<file path="src/rtl/oled_pkg.sv">
// Shared SSD1306-class opcode constants, addressing-mode enum and register reset values.
// Pure declarations; no latency of its own.
// No flow control; also used by the power-on initiator.
package oled_pkg;

    localparam logic [7:0] OP_DISP_OFF   = 8'hAE;
    localparam logic [7:0] OP_DISP_ON    = 8'hAF;
    localparam logic [7:0] OP_MUX_RATIO  = 8'hA8;
    localparam logic [7:0] OP_DISP_OFS   = 8'hD3;
    localparam logic [7:0] OP_CHG_PUMP   = 8'h8D;
    localparam logic [7:0] OP_ADDR_MODE  = 8'h20;
    localparam logic [7:0] OP_START_LINE = 8'h40;   // 40..7F, low 6 bits are the line
    localparam logic [7:0] OP_PAGE       = 8'hB0;   // B0+page

    typedef enum logic [1:0] {
        ADDR_HORIZ = 2'd0,
        ADDR_VERT  = 2'd1,
        ADDR_PAGE  = 2'd2
    } addr_mode_e;

    localparam logic [5:0] RST_MUX_RATIO  = 6'd63;
    localparam logic [5:0] RST_DISP_OFS   = 6'd0;
    localparam logic [5:0] RST_START_LINE = 6'd0;
    localparam addr_mode_e RST_ADDR_MODE  = ADDR_PAGE;

    // Smallest multiplex ratio the controller accepts (16 rows, encoded as 15).
    localparam logic [5:0] MUX_RATIO_MIN  = 6'd15;

    // Opcodes whose following command byte is an argument.
    function automatic logic takes_arg(input logic [7:0] op);
        return (op == OP_MUX_RATIO) || (op == OP_DISP_OFS) ||
               (op == OP_CHG_PUMP)  || (op == OP_ADDR_MODE);
    endfunction

endpackage

</file>
<file path="src/rtl/spi_byte_rx.sv">
// SPI mode-0 byte receiver: synchronises CS/SCLK/MOSI/DC/RES#, detects SCLK rises, assembles MSB-first bytes.
// byte_valid rises SYNC_STAGES+1 clk after the 8th SCLK rise at the pins; res_active lags oled_res_n by SYNC_STAGES.
// No backpressure: every completed byte is strobed once; CS high or reset drops a partial byte silently.
// Ports: clk/rst (sync, active high), raw SPI pins + oled_res_n in; res_active, byte_valid/byte_data/byte_is_data out.
module spi_byte_rx #(
    parameter int SYNC_STAGES = 2
) (
    input  logic       clk,
    input  logic       rst,
    input  logic       spi_cs_n,
    input  logic       spi_sclk,
    input  logic       spi_mosi,
    input  logic       spi_dc,
    input  logic       oled_res_n,
    output logic       res_active,
    output logic       byte_valid,
    output logic [7:0] byte_data,
    output logic       byte_is_data
);

    logic [SYNC_STAGES-1:0] cs_sync, sclk_sync, mosi_sync, dc_sync, res_sync;
    logic                   sclk_prev;
    logic [2:0]             bit_cnt;
    logic [6:0]             shreg;      // first seven bits; the eighth goes straight into byte_data
    logic                   sclk_rise;

    assign sclk_rise  = sclk_sync[SYNC_STAGES-1] & ~sclk_prev;
    assign res_active = ~res_sync[SYNC_STAGES-1];

    // Synchronisers and the edge-detect history keep running while the OLED reset is low.
    always_ff @(posedge clk) begin
        if (rst) begin
            cs_sync   <= '1;
            sclk_sync <= '0;
            mosi_sync <= '0;
            dc_sync   <= '0;
            res_sync  <= '1;
            sclk_prev <= 1'b0;
        end else begin
            cs_sync   <= {cs_sync[SYNC_STAGES-2:0],   spi_cs_n};
            sclk_sync <= {sclk_sync[SYNC_STAGES-2:0], spi_sclk};
            mosi_sync <= {mosi_sync[SYNC_STAGES-2:0], spi_mosi};
            dc_sync   <= {dc_sync[SYNC_STAGES-2:0],   spi_dc};
            res_sync  <= {res_sync[SYNC_STAGES-2:0],  oled_res_n};
            sclk_prev <= sclk_sync[SYNC_STAGES-1];
        end
    end

    always_ff @(posedge clk) begin
        if (rst || res_active) begin
            bit_cnt      <= 3'd0;
            shreg        <= 7'd0;
            byte_valid   <= 1'b0;
            byte_data    <= 8'd0;
            byte_is_data <= 1'b0;
        end else begin
            byte_valid <= 1'b0;
            if (cs_sync[SYNC_STAGES-1]) begin
                bit_cnt <= 3'd0;
            end else if (sclk_rise) begin
                if (bit_cnt == 3'd7) begin
                    byte_data    <= {shreg, mosi_sync[SYNC_STAGES-1]};
                    byte_is_data <= dc_sync[SYNC_STAGES-1];
                    byte_valid   <= 1'b1;
                    bit_cnt      <= 3'd0;
                end else begin
                    shreg   <= {shreg[5:0], mosi_sync[SYNC_STAGES-1]};
                    bit_cnt <= bit_cnt + 3'd1;
                end
            end
        end
    end

endmodule

</file>
<file path="src/rtl/oled_cmd_receiver.sv">
// SSD1306-class receive model: decodes SPI command bytes into shadow registers and data bytes into pixel-column writes.
// Register updates and pix_we appear one clk after byte_valid; pix_page/pix_col carry the pre-increment address.
// No backpressure: the pix_we consumer must take one write per data byte.
// Ports: clk/rst, SPI pins, oled_res_n in; byte strobe/data, cmd_err, shadow registers and the pix_* write port out.
module oled_cmd_receiver
    import oled_pkg::*;
#(
    parameter int SYNC_STAGES = 2,
    parameter int COLS        = 128,
    parameter int PAGES       = 8
) (
    input  logic                     clk,
    input  logic                     rst,
    input  logic                     spi_cs_n,
    input  logic                     spi_sclk,
    input  logic                     spi_mosi,
    input  logic                     spi_dc,
    input  logic                     oled_res_n,
    output logic                     byte_valid,
    output logic [7:0]               byte_data,
    output logic                     byte_is_data,
    output logic                     cmd_err,
    output logic                     display_on,
    output logic                     charge_pump_en,
    output logic [5:0]               mux_ratio,
    output logic [5:0]               disp_offset,
    output logic [5:0]               start_line,
    output logic [1:0]               addr_mode,
    output logic                     pix_we,
    output logic [$clog2(PAGES)-1:0] pix_page,
    output logic [$clog2(COLS)-1:0]  pix_col,
    output logic [7:0]               pix_data
);

    localparam int PW = $clog2(PAGES);
    localparam int CW = $clog2(COLS);
    localparam logic [4:0] PAGES_L = 5'(PAGES);

    typedef enum logic {CMD_IDLE, CMD_ARG} cmd_state_e;

    cmd_state_e    state;
    logic [7:0]    pend_op;
    addr_mode_e    mode_q;
    logic [PW-1:0] page;
    logic [CW-1:0] col;
    logic          res_active;
    logic [7:0]    col_lo_set, col_hi_set;
    logic          is_page_op;

    spi_byte_rx #(.SYNC_STAGES(SYNC_STAGES)) u_rx (
        .clk         (clk),
        .rst         (rst),
        .spi_cs_n    (spi_cs_n),
        .spi_sclk    (spi_sclk),
        .spi_mosi    (spi_mosi),
        .spi_dc      (spi_dc),
        .oled_res_n  (oled_res_n),
        .res_active  (res_active),
        .byte_valid  (byte_valid),
        .byte_data   (byte_data),
        .byte_is_data(byte_is_data)
    );

    assign addr_mode = mode_q;

    // Column is set in two halves: 00-0F replaces bits [3:0], 10-17 replaces bits [6:4].
    always_comb begin
        col_lo_set      = 8'(col);
        col_lo_set[3:0] = byte_data[3:0];
        col_hi_set      = 8'(col);
        col_hi_set[6:4] = byte_data[2:0];
        is_page_op      = (byte_data[7:4] == OP_PAGE[7:4]) && ({1'b0, byte_data[3:0]} < PAGES_L);
    end

    always_ff @(posedge clk) begin
        if (rst || res_active) begin
            state          <= CMD_IDLE;
            pend_op        <= 8'd0;
            cmd_err        <= 1'b0;
            display_on     <= 1'b0;
            charge_pump_en <= 1'b0;
            mux_ratio      <= RST_MUX_RATIO;
            disp_offset    <= RST_DISP_OFS;
            start_line     <= RST_START_LINE;
            mode_q         <= RST_ADDR_MODE;
            page           <= '0;
            col            <= '0;
            pix_we         <= 1'b0;
            pix_page       <= '0;
            pix_col        <= '0;
            pix_data       <= 8'd0;
        end else begin
            cmd_err <= 1'b0;
            pix_we  <= 1'b0;
            if (byte_valid) begin
                if (byte_is_data) begin
                    // Data aborts a half-finished command but the write still happens.
                    if (state == CMD_ARG) begin
                        cmd_err <= 1'b1;
                        state   <= CMD_IDLE;
                    end
                    pix_we   <= 1'b1;
                    pix_page <= page;
                    pix_col  <= col;
                    pix_data <= byte_data;
                    case (mode_q)
                        ADDR_HORIZ: begin
                            col <= col + 1'b1;
                            if (&col) page <= page + 1'b1;
                        end
                        ADDR_VERT: begin
                            page <= page + 1'b1;
                            if (&page) col <= col + 1'b1;
                        end
                        default: col <= col + 1'b1;
                    endcase
                end else if (state == CMD_ARG) begin
                    state <= CMD_IDLE;
                    case (pend_op)
                        OP_MUX_RATIO: begin
                            if (byte_data[5:0] >= MUX_RATIO_MIN) mux_ratio <= byte_data[5:0];
                            else                                 cmd_err   <= 1'b1;
                        end
                        OP_DISP_OFS: disp_offset    <= byte_data[5:0];
                        OP_CHG_PUMP: charge_pump_en <= byte_data[2];
                        OP_ADDR_MODE: begin
                            if (byte_data[1:0] == 2'd3) cmd_err <= 1'b1;
                            else                        mode_q  <= addr_mode_e'(byte_data[1:0]);
                        end
                        default: ;
                    endcase
                end else begin
                    if (byte_data == OP_DISP_OFF)            display_on <= 1'b0;
                    else if (byte_data == OP_DISP_ON)        display_on <= 1'b1;
                    else if (byte_data[7:6] == OP_START_LINE[7:6]) start_line <= byte_data[5:0];
                    else if (is_page_op)                     page <= byte_data[PW-1:0];
                    else if (byte_data[7:4] == 4'h0)         col  <= col_lo_set[CW-1:0];
                    else if (byte_data[7:3] == 5'b00010)     col  <= col_hi_set[CW-1:0];
                    else if (takes_arg(byte_data)) begin
                        pend_op <= byte_data;
                        state   <= CMD_ARG;
                    end else begin
                        cmd_err <= 1'b1;
                    end
                end
            end
        end
    end

endmodule

</file>
<file path="config.mk">
export PLATFORM = sky130hd
export DESIGN_NAME = oled_cmd_receiver
export DESIGN_NICKNAME = d
export VERILOG_FILES = /design/src/rtl/oled_pkg.sv /design/src/rtl/spi_byte_rx.sv /design/src/rtl/oled_cmd_receiver.sv
export SDC_FILE = /design/constraint.sdc
export NUM_CORES = 1
export LEC_CHECK = 0
export ABC_AREA = 1
export CORE_AREA = 4 4 104 106
export CTS_CLUSTER_SIZE = 10
export DETAILED_ROUTE_END_ITERATION = 10
export DIE_AREA = 0 0 108 110
export PLACE_DENSITY = 0.64
export SLEW_MARGIN = 20
export SYNTH_ARGS = -nofsm -noshare
export SYNTH_HDL_FRONTEND = slang
export SYNTH_SLANG_ARGS = --single-unit
</file>
<file path="constraint.sdc">
create_clock -name clk -period 1.89 [get_ports clk]
set_input_delay 0.2835 -clock clk [delete_from_list [all_inputs] [get_ports clk]]
set_output_delay 0.2835 -clock clk [all_outputs]
set_load 0.05 [all_outputs]
</file>
* Word-level counts from Yosys, hierarchy flattened
Index checks and enable logic that the tools add are counted.
Word-level totals: bits in registers 92, bits of input ports 7, word-level logic and storage cells 147
Cells by class: add/subtract/negate cells 3, $lt $le $gt $ge 2, equal/unequal tests 25, mux-type cells 45, bitwise logic cells 16, reduce and logical (&&, ||, !) cells 29
Operators by type and width (count):
- 7-bit two-way mux | 10
- 8-bit equality test, second input constant | 8
- 1-bit two-way mux | 25
- 3-bit two-way mux | 8
- 8-bit by 6-bit equality test with 1-bit output, second input constant | 2
- 8-bit AND reduction | 2
- 1-bit inverter | 15
- 2-bit by 1-bit inequality test with 1-bit output, second input constant | 6
- 4-bit AND reduction | 3
- 10-bit AND reduction | 1
- 5-bit AND reduction | 2
- 3-bit inequality test, second input constant | 3
- 3-bit AND reduction | 3
- 9-bit AND reduction | 1
- 2-bit nonzero test | 4
- 7-bit by 1-bit adder with 7-bit output, second input constant | 1
- 7-bit AND reduction | 1
- 3-bit by 1-bit adder with 3-bit output, second input constant | 2
- 6-bit by 4-bit >= comparator with 1-bit output, second input constant | 1
- 3-bit one-hot mux with 2 select lines | 1
- 6-bit AND reduction | 1
- 5-bit by 2-bit equality test with 1-bit output, second input constant | 1
- 2-bit by 1-bit equality test with 1-bit output, second input constant | 2
- 4-bit equality test, second input constant | 1
- other kinds (12) | 16

* Depth between registers and ports, before layout
depth after elaboration 13, gate-level depth with buffers 11, gate-level depth less buffers 11

* Modules after synthesis
A second synthesis with hierarchy kept.
Unflattened totals: cells, all modules 552, area total of the unflattened synthesis 4136.5 um^2
Modules (own cells, without submodules):
- oled_cmd_receiver | instances 1, cells each 400, area an instance 2875.3 um^2, seq. area each 1221.2 um^2
- spi_byte_rx | instances 1, cells each 152, area an instance 1261.2 um^2, seq. area each 620.6 um^2

* Worst setup path after synthesis
OpenSTA, ideal clock, no wires.
path kind register -> register, start point register u_rx.byte_data[0], end point register mux_ratio[3], arrival 1.574 ns, required time 1.760 ns, setup slack 0.187 ns, cell stages (with the launch flop) 8, buffers on the path 2, period minus slack after synthesis 1.703 ns, cell sequence dfxtp_1 buf_2 nand2_1 o21ai_1 nand3_1 buf_2 nand2_1 o211ai_1
On the way: longest elaborated chain between the ends 2
Ends and longest elaborated chain:
- from (decl) | line spi_byte_rx.sv:17 | output logic [7:0] byte_data,
- from (signal assigned) | line spi_byte_rx.sv:62 | byte_data <= {shreg, mosi_sync[SYNC_STAGES-1]};
- 6-bit by 4-bit >= comparator with 1-bit output | line oled_cmd_receiver.sv:121 | if (byte_data[5:0] >= MUX_RATIO_MIN) mux_ratio <= byte_data[5:0];
- 5-bit AND reduction (no line)
- to (signal assigned) | line oled_cmd_receiver.sv:121
- to (decl) | line oled_cmd_receiver.sv:25 | output logic [5:0] mux_ratio,
No other way between the ends. A chain may end at the register's enable or synchronous reset.

* Final worst setup path
start point register mux_ratio[5], end point output port mux_ratio[5]
No word-level cell between the ends.

==> flow_metrics.tcl <==
set metrics [dict create \
    status "finished, final reports clean" \
    tightest_slew_ps 535 \
    ys_seq_area_share_pct 47.7 \
    drtPass1Iterations 5 \
    ys_types 33 \
    grt_pass1_vias 3353 \
    antenna_left 0 \
    fillers 974 \
    dpl.hpwl_mm 7.04 \
    fp.coreArea_mm2 0.00977 \
    cts_sinks 92 \
    yosys_warnings 0 \
    netlist_top_cells_count "dfxtp_1 (92), nor2_1 (85), nand2_1 (83), o21ai_0 (51), a21oi_1 (47)" \
    grt_usage_pct 17.5 \
    synth_seq_cells 92 \
    cts_tree "yes" \
    antenna_cells 0 \
    cp_cell_sequence "clkdlybuf4s50_1" \
    crit_type "reg -> out" \
    grt_pass1_wl_mm 16.4 \
    rsz0062_at_grt "false" \
    drv_cap 0 \
    slew_violations 0 \
    htreeDepth 3 \
    place.gp.congestion 0.879 \
    yosysMostFrequentCell "dfxtp_1" \
    critPathCaptureType "primary output" \
    cts_root_buf "clkbuf_8" \
    finalCritPeriodShare_pct 97.7 \
    crit_required_ps 1610 \
    p_per_area_mw_per_mm2 708 \
    rows 36 \
    synth-edff-count 0 \
    syn_avg_cell_area_um2 7.50 \
    start_kind "flip-flop" \
    grt_max_degree 64 \
    synthCells 515 \
    io_buffers 58 \
    worst_path_max_delay_cell "clkdlybuf4s50_1" \
    clk_pin_slew_ps 110 \
    crit_buf_inv 1 \
    finalSetupViolCount 0 \
    crit_family "buffers and inverters" \
    slew_headroom_pct 64.2 \
    overflow 0 \
    clk_latency_ps 380 \
    drt-total-wl_mm 9.73 \
    vdd_drop_max_mv 0.578 \
    worstPathMaxFanout 2 \
    cts_made_buffers 9 \
    drive_above_1_share_pct 12.5 \
    slowest_delay_ps 810 \
    syn_area_mm2 0.00386 \
    preCtsSetupSlack_ps 321 \
    die_h_um 110 \
    wl_per_cell_um 13.6 \
    die_x_um 108 \
    period_needed_ps 1850 \
    drcViolationCount 0 \
    hold_viol 0 \
    io_pins 59 \
    viasPerCell 4.90 \
    async_flop_share_pct 0 \
    syn_nets 527 \
    ys_top_cells_by_area "dfxtp_1 (48%), nor2_1 (8.3%), nand2_1 (8.1%)" \
    yosys_most_used_dff "dfxtp_1" \
    die-area_mm2 0.0119 \
    hold_class "reg -> reg" \
    fin_setup_tns_ps 0 \
    vias 3509 \
    start_util_pct 39.5 \
    nets 590 \
    fmax_mhz 541 \
    drt_iter0_markers 218 \
    synth_largest_area_cell "dfxtp_1" \
    multi_input_area_mm2 0.00173 \
    antenna_found_initial 0 \
    crit_arrival_ps 1560 \
    setup_slack_ps 42.5 \
    ctsHoldBuffers 0 \
    synth_top_area_share_pct 47.7 \
    area_delta_synth_final_pct 24.8 \
    register_area_mm2 0.00184 \
    leakagePower_nw 2.07 \
    clockBufferDepth 2 \
    clock_skew_ps 8.09 \
]
==> layer usage <==
| layer | GRT usage [%] | wire length (um) | vias to the layer above | share of wire [%] |
|---|---|---|---|---|
| li1 | - | - | 1801 | - |
| met1 | 23.7 | 4650 | 1604 | 48 |
| met2 | 28.0 | 4400 | 96 | 45 |
| met3 | 4.83 | 575 | 8 | 5.9 |
| met4 | 4.51 | 106 | 0 | 1.1 |
| met5 | 0 | 0 | - | 0 |
==> timing repair <==
| action | 4_1_cts | 5_1_grt |
|---|---|---|
| setup endpoints to repair | 0 | 6 |
| gates resized for setup | 0 | 6 |
| setup buffers | 0 | 0 |
==> flip-flops by register name, indices dropped and copies added, names as in the netlist, 6 cells and up <==
name / flops
u_rx.byte_data: 8
disp_offset: 6
col: 7
pix_data: 8
pix_col: 7
mux_ratio: 6
pend_op: 8
start_line: 6
u_rx.shreg: 7
==> report_power, final <==
part           internal (W)  switching [W]
sequential          0.00195     0.00000425
clock              0.000539       0.000826
combinational     0.0000371      0.0000564
==> cell type report <==
| cell class | instances | share of cell area, % |
|---|---|---|
| sequential | 92 | 38.2 |
| multi-input combinational | 353 | 35.8 |
| timing repair buffer | 69 | 14.0 |
| inverter | 53 | 4.13 |
| tap | 133 | 3.45 |
| clock buffer | 9 | 2.57 |
| clock inverter | 7 | 1.84 |
==> worst paths after layout <==
path	slack, ps	startpoint	cells after the start	to
setup / recovery	40	mux_ratio[5]	1	mux_ratio[5]
hold / removal	410	u_rx.sclk_sync[0]	2	u_rx.sclk_sync[1]
setup reg to reg	290	u_rx.byte_data[4]	4	mux_ratio[4]
hold reg to reg	410	u_rx.sclk_sync[0]	2	u_rx.sclk_sync[1]
==> logic make-up after synthesis <==
group | after synthesis | synth area share [%]
buffers and inverters | 70 | 7.58
AND/OR/NAND/NOR | 233 | 26.8
XOR/XNOR | 1 | 0.227
adder cells (fa/ha/maj) | 5 | 1.62
flip-flops | 92 | 47.7
AO/OA/AOI/OAI | 114 | 16.0
==> cells in the final DEF (no fill, tap or decap), drive strengths merged, types with 5 or more instances in the layout <==
master,Yosys,final
nor2,95,95
dfxtp,92,92
nand2,89,89
inv,52,56
o21ai,54,54
a21oi,49,49
clkdlybuf4s50,0,40
nand3,33,33
buf,6,23
clkbuf,11,9
nand4,7,7
o211ai,7,7
dlymetal6s2s,0,6
ha,5,5
==> metrics by stage <==
stage | util [%] | instance area [um^2] | hold WS (ps) | power, W | std cells
after floorplan | - | 3860 | 387 | 0.00206 | 515
after global placement | 47.0 | 4590 | 389 | 0.00209 | 700
after detailed placement | 47.0 | 4590 | 395 | 0.00209 | 700
after CTS | 49.2 | 4800 | 397 | 0.00344 | 716
after global routing | 49.3 | 4820 | 381 | 0.00354 | 716
final | 49.3 | 4820 | 409 | 0.00341 | 716
Note: power is estimated with default switching activity, not from simulation.
